<file path="src/rtl/alu_pipe_if.sv">
`default_nettype none
// ============================================================================
// Module      : alu_pipe_if
// Description : Operation-in / result-out handshake bundle for alu_pipe.
//               The slave modport is the ALU side; the master modport is the
//               producer/consumer side that drives operations and accepts
//               results.
// Revision    : 1.0 - initial release
// ============================================================================
interface alu_pipe_if #(
    parameter int DATA_WIDTH = 32
);
    logic                  in_valid;
    logic                  in_ready;
    logic [2:0]            op;
    logic [DATA_WIDTH-1:0] a;
    logic [DATA_WIDTH-1:0] b;
    logic                  out_valid;
    logic                  out_ready;
    logic [DATA_WIDTH-1:0] result;
    logic                  flag_zero;
    logic                  flag_neg;
    logic                  flag_carry;
    logic                  flag_ovf;

    modport slave (
        input  in_valid, op, a, b, out_ready,
        output in_ready, out_valid, result, flag_zero, flag_neg, flag_carry, flag_ovf
    );

    modport master (
        output in_valid, op, a, b, out_ready,
        input  in_ready, out_valid, result, flag_zero, flag_neg, flag_carry, flag_ovf
    );
endinterface
`default_nettype wire

</file>
<file path="src/rtl/alu_pipe.sv">
`default_nettype none
// ============================================================================
// Module      : alu_pipe
// Description : Two-stage pipelined integer ALU with valid/ready flow control.
//               Stage 1 captures op/a/b, stage 2 computes and registers the
//               result with zero/neg/carry/ovf flags. Full backpressure,
//               no skid buffer: in_ready is combinational from out_ready.
//               Optional macro ALU_PIPE_SAT_EN: ADD/SUB saturate to the
//               signed limits on overflow instead of wrapping.
// Revision    : 1.0 - initial release
// ============================================================================
module alu_pipe #(
    parameter int DATA_WIDTH = 32
) (
    input  wire logic   clk,
    input  wire logic   reset,
    alu_pipe_if.slave   bus
);
    localparam int SHAMT_WIDTH = $clog2(DATA_WIDTH);

    localparam logic [2:0] c_op_add   = 3'd0;
    localparam logic [2:0] c_op_sub   = 3'd1;
    localparam logic [2:0] c_op_not_a = 3'd2;
    localparam logic [2:0] c_op_and   = 3'd3;
    localparam logic [2:0] c_op_or    = 3'd4;
    localparam logic [2:0] c_op_xor   = 3'd5;
    localparam logic [2:0] c_op_shl   = 3'd6;
    localparam logic [2:0] c_op_shr   = 3'd7;

    localparam int MSB = DATA_WIDTH - 1;

    // Stage 1: captured operation
    logic                  s1_valid_q, s1_valid_d;
    logic [2:0]            s1_op_q,    s1_op_d;
    logic [DATA_WIDTH-1:0] s1_a_q,     s1_a_d;
    logic [DATA_WIDTH-1:0] s1_b_q,     s1_b_d;

    // Stage 2: registered result and flags
    logic                  s2_valid_q, s2_valid_d;
    logic [DATA_WIDTH-1:0] result_q,   result_d;
    logic                  zero_q,     zero_d;
    logic                  neg_q,      neg_d;
    logic                  carry_q,    carry_d;
    logic                  ovf_q,      ovf_d;

    // Combinational datapath
    logic                  w_s1_adv;
    logic                  w_s2_adv;
    logic [DATA_WIDTH:0]   w_sum;
    logic [DATA_WIDTH:0]   w_diff;
    logic [SHAMT_WIDTH-1:0] w_shamt;
    logic [DATA_WIDTH-1:0] w_alu_res;
    logic                  w_alu_carry;
    logic                  w_alu_ovf;

    // ALU operation on the stage-1 operands; flags use the final result
    always_comb begin
        w_sum       = {1'b0, s1_a_q} + {1'b0, s1_b_q};
        w_diff      = {1'b0, s1_a_q} + {1'b0, ~s1_b_q} + {{DATA_WIDTH{1'b0}}, 1'b1};
        w_shamt     = s1_b_q[SHAMT_WIDTH-1:0];
        w_alu_res   = '0;
        w_alu_carry = 1'b0;
        w_alu_ovf   = 1'b0;
        case (s1_op_q)
            c_op_add: begin
                w_alu_res   = w_sum[DATA_WIDTH-1:0];
                w_alu_carry = w_sum[DATA_WIDTH];
                w_alu_ovf   = (s1_a_q[MSB] == s1_b_q[MSB]) && (w_sum[MSB] != s1_a_q[MSB]);
            end
            c_op_sub: begin
                w_alu_res   = w_diff[DATA_WIDTH-1:0];
                // carry out of a + ~b + 1 is "no borrow"; the flag reports borrow
                w_alu_carry = !w_diff[DATA_WIDTH];
                w_alu_ovf   = (s1_a_q[MSB] != s1_b_q[MSB]) && (w_diff[MSB] != s1_a_q[MSB]);
            end
            c_op_not_a: w_alu_res = ~s1_a_q;
            c_op_and:   w_alu_res = s1_a_q & s1_b_q;
            c_op_or:    w_alu_res = s1_a_q | s1_b_q;
            c_op_xor:   w_alu_res = s1_a_q ^ s1_b_q;
            c_op_shl:   w_alu_res = s1_a_q << w_shamt;
            c_op_shr:   w_alu_res = s1_a_q >> w_shamt;
            default:    w_alu_res = '0;
        endcase
`ifdef ALU_PIPE_SAT_EN
        // Overflow direction follows the sign of a: positive a can only
        // overflow upward, negative a only downward, for both ADD and SUB.
        if (((s1_op_q == c_op_add) || (s1_op_q == c_op_sub)) && w_alu_ovf) begin
            w_alu_res = s1_a_q[MSB] ? {1'b1, {(DATA_WIDTH-1){1'b0}}}
                                    : {1'b0, {(DATA_WIDTH-1){1'b1}}};
        end
`endif
    end

    // Pipeline advance and next-state for both stages
    always_comb begin
        w_s2_adv   = !s2_valid_q || bus.out_ready;
        w_s1_adv   = !s1_valid_q || w_s2_adv;

        s1_valid_d = s1_valid_q;
        s1_op_d    = s1_op_q;
        s1_a_d     = s1_a_q;
        s1_b_d     = s1_b_q;
        s2_valid_d = s2_valid_q;
        result_d   = result_q;
        zero_d     = zero_q;
        neg_d      = neg_q;
        carry_d    = carry_q;
        ovf_d      = ovf_q;

        if (w_s1_adv) begin
            s1_valid_d = bus.in_valid;
            if (bus.in_valid) begin
                s1_op_d = bus.op;
                s1_a_d  = bus.a;
                s1_b_d  = bus.b;
            end
        end

        if (w_s2_adv) begin
            s2_valid_d = s1_valid_q;
            // data registers only move when a real op arrives, so the
            // presented result stays put while the output sits idle
            if (s1_valid_q) begin
                result_d = w_alu_res;
                zero_d   = (w_alu_res == '0);
                neg_d    = w_alu_res[MSB];
                carry_d  = w_alu_carry;
                ovf_d    = w_alu_ovf;
            end
        end
    end

    // Pipeline registers; reset discards every in-flight operation
    always_ff @(posedge clk or posedge reset) begin
        if (reset) begin
            s1_valid_q <= 1'b0;
            s1_op_q    <= '0;
            s1_a_q     <= '0;
            s1_b_q     <= '0;
            s2_valid_q <= 1'b0;
            result_q   <= '0;
            zero_q     <= 1'b0;
            neg_q      <= 1'b0;
            carry_q    <= 1'b0;
            ovf_q      <= 1'b0;
        end else begin
            s1_valid_q <= s1_valid_d;
            s1_op_q    <= s1_op_d;
            s1_a_q     <= s1_a_d;
            s1_b_q     <= s1_b_d;
            s2_valid_q <= s2_valid_d;
            result_q   <= result_d;
            zero_q     <= zero_d;
            neg_q      <= neg_d;
            carry_q    <= carry_d;
            ovf_q      <= ovf_d;
        end
    end

    assign bus.in_ready   = w_s1_adv;
    assign bus.out_valid  = s2_valid_q;
    assign bus.result     = result_q;
    assign bus.flag_zero  = zero_q;
    assign bus.flag_neg   = neg_q;
    assign bus.flag_carry = carry_q;
    assign bus.flag_ovf   = ovf_q;

endmodule
`default_nettype wire

</file>
<file path="src/flat_wrapper.sv">
// flat-port wrapper written by rule: the top's interface ports become plain ports
module alu_pipe_flat 
#(
    parameter int DATA_WIDTH = 32
)
  (clk, reset, bus_in_valid, bus_op, bus_a, bus_b, bus_out_ready, bus_in_ready, bus_out_valid, bus_result, bus_flag_zero, bus_flag_neg, bus_flag_carry, bus_flag_ovf);
  alu_pipe_if #(.DATA_WIDTH(DATA_WIDTH)) bus_i ();
  input  wire logic clk;
  input  wire logic reset;
  input wire logic [$bits(bus_i.in_valid)-1:0] bus_in_valid;
  input wire logic [$bits(bus_i.op)-1:0] bus_op;
  input wire logic [$bits(bus_i.a)-1:0] bus_a;
  input wire logic [$bits(bus_i.b)-1:0] bus_b;
  input wire logic [$bits(bus_i.out_ready)-1:0] bus_out_ready;
  output wire logic [$bits(bus_i.in_ready)-1:0] bus_in_ready;
  output wire logic [$bits(bus_i.out_valid)-1:0] bus_out_valid;
  output wire logic [$bits(bus_i.result)-1:0] bus_result;
  output wire logic [$bits(bus_i.flag_zero)-1:0] bus_flag_zero;
  output wire logic [$bits(bus_i.flag_neg)-1:0] bus_flag_neg;
  output wire logic [$bits(bus_i.flag_carry)-1:0] bus_flag_carry;
  output wire logic [$bits(bus_i.flag_ovf)-1:0] bus_flag_ovf;
  assign bus_i.in_valid = bus_in_valid;
  assign bus_i.op = bus_op;
  assign bus_i.a = bus_a;
  assign bus_i.b = bus_b;
  assign bus_i.out_ready = bus_out_ready;
  assign bus_in_ready = bus_i.in_ready;
  assign bus_out_valid = bus_i.out_valid;
  assign bus_result = bus_i.result;
  assign bus_flag_zero = bus_i.flag_zero;
  assign bus_flag_neg = bus_i.flag_neg;
  assign bus_flag_carry = bus_i.flag_carry;
  assign bus_flag_ovf = bus_i.flag_ovf;
  alu_pipe #(.DATA_WIDTH(DATA_WIDTH)) u_core (.clk(clk), .reset(reset), .bus(bus_i));
endmodule
</file>
<file path="config.mk">
export PLATFORM = sky130hd
export DESIGN_NAME = alu_pipe_flat
export DESIGN_NICKNAME = d
export VERILOG_FILES = /design/src/rtl/alu_pipe_if.sv /design/src/rtl/alu_pipe.sv /design/src/flat_wrapper.sv
export SDC_FILE = /design/constraint.sdc
export NUM_CORES = 1
export LEC_CHECK = 0
export CAP_MARGIN = 15
export CORE_ASPECT_RATIO = 0.8
export CORE_MARGIN = 8
export CORE_UTILIZATION = 38
export CTS_CLUSTER_DIAMETER = 80
export DETAILED_ROUTE_END_ITERATION = 12
export SYNTH_ARGS = -nofsm -noshare
export SYNTH_HDL_FRONTEND = slang
export SYNTH_SLANG_ARGS = --single-unit
</file>
<file path="constraint.sdc">
create_clock -name clk -period 11 [get_ports clk]
set_input_delay 3.3 -clock clk [delete_from_list [all_inputs] [get_ports clk]]
set_output_delay 3.3 -clock clk [all_outputs]
set_load 0.01 [all_outputs]
</file>
Yosys cells after proc, flatten, opt, wreduce, memory -nomap -nowiden
Cells that the tools add are included.

cells by class
  $add $sub $neg = 3
  equal/unequal tests = 11
  shifts and indexed selects = 2
  multiplexer cells = 3
  bitwise operators = 5
  reduce and logical (&&, ||, !) cells = 11

operator list
  cell                                                                   number
  32-bit case mux with 8 select lines                                    1
  32-bit by 32-bit adder with 33-bit output                              2
  32-bit inverter                                                        2
  33-bit by 1-bit adder with 33-bit output, second input constant        1
  32-bit bitwise AND                                                     1
  32-bit logical NOT                                                     1
  32-bit OR                                                              1
  32-bit by 5-bit << shifter with 32-bit output                          1
  32-bit by 5-bit >> shifter with 32-bit output                          1
  32-bit XOR                                                             1
  3-bit equality test, second input constant                             4
  3-bit by 2-bit equality test with 1-bit output, second input constant  2
  1-bit case mux with 2 select lines                                     2
  2-bit AND reduction                                                    2
  3-bit by 1-bit equality test with 1-bit output, second input constant  1
  1-bit logical NOT                                                      3
  3-bit logical NOT                                                      1
  1-bit != test                                                          3
  1-bit logical AND                                                      2
  1-bit logical OR                                                       2
  1-bit equality test                                                    1

storage, ports and cells
  flip-flop bits (word level) = 105
  input port bits = 71
  logic and storage cells = 45

Depth between registers and ports, before layout
  depth after elaboration = 6
  mapped depth = 17

Least setup slack after synthesis
No wires, ideal clock.

  kind = input port to output port
  from = input bus_out_ready
  to = output bus_in_ready
  data arrival time = 3.514 ns
  data required time = 7.700 ns
  path slack = 4.186 ns
  stages on the path = 1
  cells stage by stage = nand3b_1

between the ends
  cells in the longest elaborated chain, start to end = 2

RTL lines
  what              RTL line            RTL
  from (decl)       flat_wrapper.sv:14  input wire logic [$bits(bus_i.out_ready)-1:0] bus_out_ready;
  1-bit logical OR  alu_pipe.sv:96      w_s2_adv = !s2_valid_q || bus.out_ready;
  1-bit logical OR  alu_pipe.sv:97      w_s1_adv = !s1_valid_q || w_s2_adv;
  to (decl)         flat_wrapper.sv:15  output wire logic [$bits(bus_i.in_ready)-1:0] bus_in_ready;

No other way between the ends.

Final worst setup path
Ends and elaborated chain as after synthesis.

==> reports/results.tsv <==
metric	value	unit
Final #Nets	1851	
Critical Path RT	7700	ps
largest net degree at the start of global routing	73	
fraction of layout cells with a size suffix above 1	14.8	%
Overflow after GRT	0	
global-route wire length before repair	88.1	mm
Routed Wire Length	60.1	mm
CTS Sinks	104	
syn nets	1849	
max layer used	met5	
Tmin final	7840	ps
Worst setup EP type	output pin	
CTS max path bufs	2	
Max-Cap Viols	0	
drt wl/cell	27.7	um
worst-skew pair later-pin latency	390	ps
Core Area	0.0358	mm^2
crit-path cells	clkdlybuf4s50_1, nand3b_1, clkdlybuf4s50_1	
die extent in y	186	um
setup bufs post-CTS	0	
Setup TNS	0	ps
number of H-tree levels	3	
syn avg cell area	8.19	um^2
Synth Instances	1679	
Port Buf Inserts	108	
initial antenna violation count	4	
DRT iter0 DRCs	1726	
Slowest cell on crit path	clkdlybuf4s50_1	
R2R depth	13	
Total GRT Usage	27.4	%
RSZ-0062 raised after global routing	false	
FP Rows	62	
CP max stage delay	580	ps
fmax	128	MHz
met2 WL	24.5	mm
slew margin rel.	23.7	%
critical path peak fanout	3	
Vias/cell	6.48	
Final GP Congestion	1.02	
Synth cell types	94	
status	finished, final reports clean	
Arr. time, crit path	4540	ps
Final Power	2.83	mW
cell repeated most along the worst path	clkdlybuf4s50_1	
number of fillers in the final layout	3653	
I/O pin total	109	
maximum VDD drop	90.1	uV
CTS tree	built	
Async SR Flop Fraction	100	%
Final Hold Vio Count	0	
vias in the first global route	13100	
Min-Delay Path Class	flip-flop to flip-flop	
final antenna-violating net count	0	
M1 wire length	28.0	mm
setup violators final	0	
DRC Markers	0	
Layout area overhead	11.9	%
Met3 Routed Length	6.26	mm
final worst clock skew	14.3	ps
Clock transition at path regs	70	ps
Hold Path Depth	2	
Yosys Warn Count	0	
Initial DRT Pass Iterations	5	
post-synthesis instance area	0.0137	mm^2
Worst Tran Pin Value	1130	ps
type of origin of the critical path	primary input	
footprint of the multi-input gates	0.0101	mm^2
CTS Buf Count	9	
Hold WS	483	ps
die area	0.0425	mm^2
sequential fraction of the synthesis area	18.9	%
Synth area leaders	dfrtp_1 (19%), mux4_2 (9.2%), ha_1 (8.8%), mux2_2 (7.7%), a21oi_1 (4.8%)	
number of flops mapped to enable cells by yosys	0	
Via Count	14000	
post-cts resize count	0	
DIE WIDTH	229	um
final HPWL from detailed placement	45.6	mm
area share of the largest cell type after synthesis	18.9	%
Leak	6.16	nW
crit path kind	primary input to output pin	
post-synth top area cell	dfrtp_1	
PwrDens	184	mW/mm^2
Reg area	0.00261	mm^2
hold buffer count at CTS	0	
ys flop type	dfrtp_1	
Starting Density	38.4	%
cell chosen for the clock root	clkbuf_16	
Slew Viols, Final	0	
Final period util	71.3	%
flops & latches, synth	104	
registers in the layout, indices dropped and copies added (netlist names):
register	flops
u_core.s1_a_q	32
u_core.s1_b_q	32
u_core.bus.result	31
u_core.s1_op_q	3
u_core.bus.flag_carry	1
u_core.bus.flag_neg	1
u_core.bus.flag_ovf	1
u_core.bus.flag_zero	1
u_core.bus.out_valid	1
u_core.s1_valid_q	1
worst paths after layout:
kind	from	endpoint	slack, ps
worst max-delay path	bus_out_ready	bus_in_ready	3160
worst min-delay path	u_core.bus.result[20]	u_core.bus.result[20]	480
worst max register to register	u_core.s1_b_q[1]	u_core.bus.flag_zero	5540
worst min register to register	u_core.bus.result[20]	u_core.bus.result[20]	480
max in group asynchronous	reset	u_core.s1_op_q[0]	6430
min in group asynchronous	reset	u_core.s1_b_q[10]	3320
stage by stage:
| step | setup WS, ps | std cells | area, um^2 | util (%) |
|---|---|---|---|---|
| floorplan | 4190 | 1679 | 13700 | - |
| global placement | 3160 | 2150 | 15100 | 42.1 |
| detailed placement | 3160 | 2150 | 15100 | 42.1 |
| CTS | 3150 | 2166 | 15400 | 43.0 |
| global route | 3090 | 2166 | 15400 | 43.0 |
| finish | 3160 | 2167 | 15400 | 43.0 |
layer usage:
layer | up-vias | GRT usage (%)
met3 | 81 | 7.56
met1 | 6951 | 40.2
met4 | 4 | 7.05
li1 | 6255 | -
met5 | - | 0
met2 | 744 | 38.8
report_power, final:
part	total (mW)	leakage, nW	switching [mW]	internal (mW)
clock network	0.349	0.143	0.170	0.179
logic	1.86	4.79	1.13	0.733
registers	0.616	1.23	0.144	0.472
total	2.83	6.16	1.44	1.38
synth_stat cells (all sizes together), types with 28 or more instances:
| cell type | count |
|---|---|
| nand2 | 159 |
| a21oi | 134 |
| nor2 | 119 |
| o21ai | 105 |
| dfrtp | 104 |
| clkbuf | 102 |
| ha | 97 |
| mux2 | 95 |
| inv | 94 |
| mux4 | 56 |
| buf | 54 |
| mux2i | 53 |
| a211oi | 32 |
| nand3 | 32 |
| o22ai | 30 |
| nor3 | 28 |
cell type report:
type                       count  area share, %
clock inverter                 7          0.496
antenna                        1         0.0163
tap                          480           3.91
clock buffer                   9           1.46
multi-input combinational   1324           65.9
sequential                   104           17.0
timing repair buffer         147           8.94
inverter                      95           2.34
kinds of logic after synthesis:
logic type	share of synthesized area, %
buffers and inverters	7.55
multiplexers	20.8
AND/OR/NAND/NOR	16.1
AO/OA/AOI/OAI	26.1
flip-flops	18.9
XOR/XNOR	1.40
adder cells (fa/ha/maj)	9.12
critical path: cells and delay by family:
kind	cells	cell delay, ps
simple gates	1	200
buf+inv	2	1050
cell usage in the layout, fill, tap and decap left out, drive strengths merged, types with 15 or more instances in the layout:
cell,instances
clkdlybuf4s50,108
o21ai,105
a22oi,19
dfrtp,104
nor3,28
buf,39
ha,97
o211ai,25
a21oi,134
a221oi,22
inv,97
nor2b,20
nand3,32
a31oi,23
xnor2,21
a21o,15
o22ai,30
nor2,119
nand2,159
nand2b,23
mux2i,53
a211oi,32
mux2,95
mux4,56
Note: power is estimated with default switching activity, not from simulation.
